[src/rtl/bru_pkg.sv]
// Shared constants, FSM encoding and resolution outcome codes for the branch
// resolve unit.
package bru_pkg;

  localparam int XLEN        = 32;
  localparam int INSTR_BYTES = 4;

  typedef enum logic {
    NORMAL = 1'b0,
    FLUSH  = 1'b1
  } state_e;

  typedef enum logic [1:0] {
    CORRECT,
    MISPRED_TGT,
    MISPRED_DIR,
    MISPRED_ALIAS
  } outcome_e;

  // A taken branch mispredicts on a miss or a wrong target, a not-taken branch
  // on any hit, and a non-branch whenever the BTB aliased onto it.
  function automatic outcome_e classify(input logic is_branch, input logic taken,
                                        input logic hit, input logic tgt_match);
    if (!is_branch) return hit ? MISPRED_ALIAS : CORRECT;
    if (taken)      return (hit && tgt_match) ? CORRECT : MISPRED_TGT;
    return hit ? MISPRED_DIR : CORRECT;
  endfunction

endpackage

[src/rtl/bru_pred_queue.sv]
// Shift register carrying fetch-time BTB predictions from IF down to EXE.
// Holds on stall; clear wipes every entry, including the load of that cycle.
module bru_pred_queue #(
  parameter int DEPTH = 2,
  parameter int W     = 32
) (
  input  logic         clk,
  input  logic         rstn,
  input  logic         stall,
  input  logic         clear,
  input  logic         in_valid,
  input  logic [W-1:0] in_pc,
  input  logic         in_hit,
  input  logic [W-1:0] in_tgt,
  output logic         head_valid,
  output logic [W-1:0] head_pc,
  output logic         head_hit,
  output logic [W-1:0] head_tgt
);

  logic [DEPTH-1:0] valid_q;
  logic [W-1:0]     pc_q  [DEPTH];
  logic             hit_q [DEPTH];
  logic [W-1:0]     tgt_q [DEPTH];

  // NOTE: sequential state uses non-blocking assignments so every entry
  // samples its neighbour's pre-edge value and the shift cannot ripple.
  always_ff @(posedge clk or negedge rstn) begin
    if (!rstn) begin
      valid_q <= '0;
    end else if (clear) begin
      valid_q <= '0;
    end else if (!stall) begin
      valid_q[0] <= in_valid;
      for (int i = 1; i < DEPTH; i++) valid_q[i] <= valid_q[i-1];
    end
  end

  // NOTE: the payload has no reset; it is only ever looked at behind its
  // valid bit, which is reset above.
  always_ff @(posedge clk) begin
    if (!stall) begin
      pc_q[0]  <= in_pc;
      hit_q[0] <= in_hit;
      tgt_q[0] <= in_tgt;
      for (int i = 1; i < DEPTH; i++) begin
        pc_q[i]  <= pc_q[i-1];
        hit_q[i] <= hit_q[i-1];
        tgt_q[i] <= tgt_q[i-1];
      end
    end
  end

  assign head_valid = valid_q[DEPTH-1];
  assign head_pc    = pc_q[DEPTH-1];
  assign head_hit   = hit_q[DEPTH-1];
  assign head_tgt   = tgt_q[DEPTH-1];

endmodule

[src/rtl/branch_resolve_unit.sv]
// EXE-stage branch resolution: checks BTB predictions, raises flush/redirect
// and BTB update requests. Define BRU_PERF_CNT_EN to build the perf counters.
module branch_resolve_unit #(
  parameter int PIPE_DEPTH = 2,
  parameter int XLEN       = bru_pkg::XLEN
) (
  input  logic            clk,
  input  logic            rstn,
  input  logic            if_valid,
  input  logic [XLEN-1:0] if_pc,
  input  logic            btb_hit,
  input  logic [XLEN-1:0] btb_addr,
  input  logic            stall,
  input  logic            ex_valid,
  input  logic            ex_is_branch,
  input  logic            ex_taken,
  input  logic [XLEN-1:0] ex_pc,
  input  logic [XLEN-1:0] ex_imm,
  output logic            flush,
  output logic [XLEN-1:0] redirect_pc,
  output logic            btb_wr_en,
  output logic [XLEN-1:0] btb_wr_pc,
  output logic [XLEN-1:0] btb_wr_imm,
  output logic [31:0]     branch_cnt,
  output logic [31:0]     mispred_cnt
);

  bru_pkg::state_e   state_q;
  bru_pkg::outcome_e outcome;

  logic            head_valid, head_hit;
  logic [XLEN-1:0] head_pc, head_tgt;
  logic            resolve, hit_used, mispred, update;
  logic [XLEN-1:0] tgt_taken, tgt_fall, redirect_d;
  logic            flush_q, wr_en_q;
  logic [XLEN-1:0] redirect_q, wr_pc_q, wr_imm_q;

  bru_pred_queue #(.DEPTH(PIPE_DEPTH), .W(XLEN)) u_queue (
    .clk        (clk),
    .rstn       (rstn),
    .stall      (stall),
    .clear      (state_q == bru_pkg::FLUSH),
    .in_valid   (if_valid),
    .in_pc      (if_pc),
    .in_hit     (btb_hit),
    .in_tgt     (btb_addr),
    .head_valid (head_valid),
    .head_pc    (head_pc),
    .head_hit   (head_hit),
    .head_tgt   (head_tgt)
  );

  // A stale head belonging to a different instruction counts as a miss.
  always_comb begin
    resolve    = (state_q == bru_pkg::NORMAL) && !stall && ex_valid;
    hit_used   = head_valid && (head_pc == ex_pc) && head_hit;
    tgt_taken  = ex_pc + ex_imm;
    tgt_fall   = ex_pc + XLEN'(bru_pkg::INSTR_BYTES);
    outcome    = bru_pkg::classify(ex_is_branch, ex_taken, hit_used, head_tgt == tgt_taken);
    mispred    = resolve && (outcome != bru_pkg::CORRECT);
    update     = resolve && ex_is_branch && ex_taken && !hit_used;
    redirect_d = (outcome == bru_pkg::MISPRED_TGT) ? tgt_taken : tgt_fall;
  end

  always_ff @(posedge clk or negedge rstn) begin
    if (!rstn) begin
      state_q    <= bru_pkg::NORMAL;
      flush_q    <= 1'b0;
      redirect_q <= '0;
      wr_en_q    <= 1'b0;
      wr_pc_q    <= '0;
      wr_imm_q   <= '0;
    end else begin
      flush_q <= 1'b0;
      wr_en_q <= 1'b0;
      if (state_q == bru_pkg::FLUSH) begin
        state_q <= bru_pkg::NORMAL;
      end else begin
        if (mispred) begin
          state_q    <= bru_pkg::FLUSH;
          flush_q    <= 1'b1;
          redirect_q <= redirect_d;
        end
        if (update) begin
          wr_en_q  <= 1'b1;
          wr_pc_q  <= ex_pc;
          wr_imm_q <= ex_imm;
        end
      end
    end
  end

  assign flush       = flush_q;
  assign redirect_pc = redirect_q;
  assign btb_wr_en   = wr_en_q;
  assign btb_wr_pc   = wr_pc_q;
  assign btb_wr_imm  = wr_imm_q;

`ifdef BRU_PERF_CNT_EN
  logic [31:0] branch_cnt_q, mispred_cnt_q;

  // Both counters saturate rather than wrap.
  always_ff @(posedge clk or negedge rstn) begin
    if (!rstn) begin
      branch_cnt_q  <= '0;
      mispred_cnt_q <= '0;
    end else begin
      if (resolve && ex_is_branch && (branch_cnt_q != '1))
        branch_cnt_q <= branch_cnt_q + 32'd1;
      if (mispred && (mispred_cnt_q != '1))
        mispred_cnt_q <= mispred_cnt_q + 32'd1;
    end
  end

  assign branch_cnt  = branch_cnt_q;
  assign mispred_cnt = mispred_cnt_q;
`else
  assign branch_cnt  = '0;
  assign mispred_cnt = '0;
`endif

endmodule

[config.mk]
export PLATFORM = sky130hd
export DESIGN_NAME = branch_resolve_unit
export DESIGN_NICKNAME = d
export VERILOG_FILES = /design/src/rtl/bru_pkg.sv /design/src/rtl/bru_pred_queue.sv /design/src/rtl/branch_resolve_unit.sv
export SDC_FILE = /design/constraint.sdc
export NUM_CORES = 1
export LEC_CHECK = 0
export ABC_AREA = 1
export CORE_ASPECT_RATIO = 0.6
export CORE_MARGIN = 2
export CORE_UTILIZATION = 53
export CTS_BUF_LIST = sky130_fd_sc_hd__clkbuf_2
export CTS_CLUSTER_SIZE = 40
export DETAILED_ROUTE_END_ITERATION = 7
export GPL_TIMING_DRIVEN = 0
export PLACE_DENSITY = 0.82
export SYNTH_ARGS = -nofsm -noshare
export SYNTH_HDL_FRONTEND = slang
export SYNTH_HIERARCHICAL = 1
export SYNTH_SLANG_ARGS = --single-unit
[constraint.sdc]
create_clock -name clk -period 3 [get_ports clk]
set_input_delay 0.3 -clock clk [delete_from_list [all_inputs] [get_ports clk]]
set_output_delay 0.3 -clock clk [all_outputs]
set_load 0.02 [all_outputs]
==> results by group <==
Synthesis
  – Post-synth top area cell: edfxtp_1
  – Synth top area share: approximately 30%
  – Post-Synthesis Cells: 1672
  – Netlist cell types: 38
  – Ranking of synthesized cells by area: edfxtp_1 29%, nand2_1 19%, dfrtp_1 19%, buf_4 7.4%, inv_1 5.4%
  – Synthesized flop and latch total: 230
  – Post-synthesis sequential area ratio: 47.92%
  – Syn Area/Cell: approximately 8.0 um2
  – Post-synth EDFFs: 130
  – Synth Cell Area: 13370 um2
  – Synth async-reset ratio: 43.48%
  – Count leader, synth: nand2_1
  – Synth top cells by count: 675 x nand2_1, 192 x inv_1, 131 x buf_4
  – Top_reg_cell synth: edfxtp_1
  – Warnings from Yosys: 6

Floorplanning
  – Die ar.: 26550 um2
  – Die H: 127.0 um
  – Io pins: around 300
  – Die W: 209.0 um
  – Starting Density: 54.57%
  – # rows: 44
  – CORE AREA: 24500 um2

Place
  – PortBufs: between 200 and 250
  – Inst Count DP: 2292
  – Pre-CTS setup slack: -1.574 ns
  – Placer congestion estimate: between 1 and 1.5
  – HPWL Detailed: 36180 um

CTS
  – Longest Clk Path Bufs: 3
  – TritonCTS clock tree: done
  – CTS buffer count: 50
  – Worst-Skew Late Latency: roughly 0.98 ns
  – CTS root buf: clkbuf_2
  – Clock-pin transition on the worst setup and hold timing paths: around 0.12 ns
  – Htree depth: 2
  – Clock Sinks: 230

Pwr
  – Worst VDD drop: approximately 0.00037 V
  – Leakage: roughly 9.3 nW
  – PwrDens: between 400 and 500 nW/um2

Final layout
  – FILL cells: 1721
  – Share of cells above drive strength 1: 15.97%
  – Area Overhead vs Synth: 38.34%
  – Final core occ: approximately three quarters
  – Non-Filler Instances: 2490
  – Nets@finish: 2296

Global route
  – Vias in the first global route: 12000
  – Gr busiest metal: met1
  – GRT overflow: 0
  – M3 GR Usage: 13.54%
  – Largest net degree at the start of global routing: between 70 and 80
  – Grt met2 use: 50.55%
  – First-pass GRT wire length: 70440 um
  – GRT Total Usage: ~36%
  – GRT met1 Usage: 52.08%
  – Initial antenna violation count: 3

Route
  – Avg Vias per Cell: between 5 and 6
  – WL final: 49310 um
  – Post-route ant nets: 0
  – TritonRoute pass-1 iters: 6
  – Remaining DRCs: 0
  – 1st-iter DRT viols: 1582
  – Routed len/inst: between 15 and 20 um
  – Routed vias: approximately 13000

STA
  – Worst-margin pin slew: about 0.66 ns
  – Final Hold Fails: 0
  – Final setup viols: 19
  – Fmax: 330.0 MHz
  – Worst setup margin: -0.03067 ns
  – Ratio of final minimum period to clock period: 101.0%
  – Min Tclk post-route: 3.031 ns
  – Worst Skew: 0.1667 ns
  – RSZ-0062 raised after global routing: true
  – Slew margin rel.: 55.73%
  – Max Slew Vio Count: 0

Critical path
  – Worst reg2reg endpoint: redirect_pc[28]$_DFFE_PN0P_
  – CP required: 3.80 ns
  – FF-to-FF path depth: 21
  – Crit Path Class: primary input to register
  – Crit end category: register
  – Worst-path fanout max: 8
  – Crit path arrival time: roughly 3.8 ns
  – R2R Path Start: u_queue/pc_q[0][58]$_DFFE_PN_
  – Critical Path Start Type: primary input
  – Worst R2R Setup Slack: 0 ns

Worst hold path
  – Hold Path Sink: btb_wr_pc[13]$_DFFE_PN0P_
  – Cells on Worst Hold Path: 3
  – Hold Path Origin: ex_pc[13]
  – HP Class: primary input to register

Job
  – Max-cap violations: 0

Status
  – Failing checks: negative setup slack
  – Status: complete, but fails checks
## cell type report
type / count / area (um2) / share of cell area (%)
Clock inverter: 19 / 102.6 / 0.5548
Sequential cell: 230 / 6406 / 34.64
Multi-Input combinational cell: 1150 / 5782 / 31.27
Buffer: 155 / 1160 / 6.272
Tap cell: 322 / 402.9 / 2.179
Inverter: 198 / 752.0 / 4.066
Timing Repair Buffer: 342 / 3520 / 19.03
Clock buffer: 73 / 365.4 / 1.976
Antenna cell: 1 / 2.502 / 0.01353
## power breakdown
part	switching [W]	internal (W)	total, W
clock network	0.00136	0.000743	0.00211
logic	0.00168	0.00126	0.00294
registers	0.000241	0.00375	0.00399
## routing by layer
metal	vias up	part of all wire [%]
met1	6186	42
met3	117	14
li1	6019	-
met5	-	0.055
met2	856	41
met4	4	2.6
## how the worst max path moves through the flow
| stage | endpoint | cells after the start | startpoint | slack [ns] |
|---|---|---|---|---|
| after global routing | redirect_pc[28]$_DFFE_PN0P_ | 21 | u_queue/pc_q[0][38]$_DFFE_PN_ | -0.11 |
| after detailed placement | redirect_pc[11]$_DFFE_PN0P_ | 24 | ex_pc[0] | -1.57 |
| after CTS | redirect_pc[21]$_DFFE_PN0P_ | 20 | u_queue/pc_q[0][62]$_DFFE_PN_ | 0.003 |
| final | redirect_pc[28]$_DFFE_PN0P_ | 21 | ex_pc[0] | -0.03 |
| after floorplan | redirect_pc[31]$_DFFE_PN0P_ | 23 | ex_pc[0] | 0.31 |
| after global placement | btb_wr_imm[12]$_DFFE_PN0P_ | 1 | rstn | -2.27 |
## registers in the layout (all words and copies together) (netlist names)
signal / flops
u_queue/pc_q: 64
u_queue/tgt_q: 64
btb_wr_imm: 32
btb_wr_pc: 32
redirect_pc: 32
u_queue/hit_q: 2
u_queue/valid_q: 2
btb_wr_en: 1
flush: 1
## per-stage QoR
step	hold slack [ns]	cell area (um2)	power (W)	setup TNS, ns
after global routing	0.006440	18490	0.009416	-2.707
after global placement	0.4011	16340	0.006613	-332.18
after floorplan	0.004409	13600	0.005436	0
final	0.002034	18490	0.009043	-0.2815
after detailed placement	0.3655	16400	0.006675	-73.07
after CTS	0.00007233	17860	0.008804	0
## cell families after synthesis
logic type      after synthesis  synth area share, %
fa+ha+maj                    33                3.145
other cells                   1              0.02805
xor+xnor                     48                3.463
compound gates               69                2.761
buf+inv                     355                13.86
flops                       230                47.92
simple gates                936                28.82
## critical path, stage by stage
cell and delay, ns:
dlygate4sd2_1 0.33, ha_1 0.29, fa_2 0.64, xnor2_1 0.15, nand2_1 0.09, nor2_1 0.15, nand2_1 0.08, nor2_2 0.17
nand3_2 0.13, nor2_1 0.12, nand3_1 0.13, nor2_1 0.15, nand3_1 0.10, nor2_2 0.16, nand3_4 0.16, nand2_8 0.17
nand2_4 0.08, nand2_8 0.14, buf_4 0.16, nand2_1 0.05, nand2_1 0.05
## what timing repair did
action                     4_1_cts  5_1_grt
resized for setup               39      125
pin swaps                        1       30
buffers inserted                 2        4
cloned                           0        4
hold buffers                    85       12
hold endpoints to repair       183       13
setup endpoints to repair       40       97
## cell usage in the layout (no fill, tap or decap), types with 7 or more instances in the layout
master / synthesis / layout
a21oi_1: 25 / 19
ha_1: 32 / 10
clkbuf_1: 18 / 12
buf_4: 131 / 132
o21ai_0: 39 / 39
nor3_1: 23 / 20
nand2_2: 6 / 30
dfrtp_1: 100 / 100
dlymetal6s2s_1: 0 / 14
dlygate4sd3_1: 0 / 96
buf_6: 3 / 10
edfxtp_1: 130 / 130
dlygate4sd2_1: 0 / 8
conb_1: 1 / 64
nand4_1: 9 / 9
nand3b_1: 12 / 12
nand2_4: 2 / 7
xor2_1: 36 / 36
clkbuf_2: 0 / 78
ha_2: 0 / 14
nor2_2: 3 / 11
clkinv_1: 3 / 15
inv_1: 192 / 191
nand3_1: 104 / 99
clkdlybuf4s50_1: 0 / 210
nor2_1: 86 / 74
nor3_2: 6 / 9
ha_4: 0 / 8
nand2_1: 675 / 644
Power figures use the tool's default switching activity.
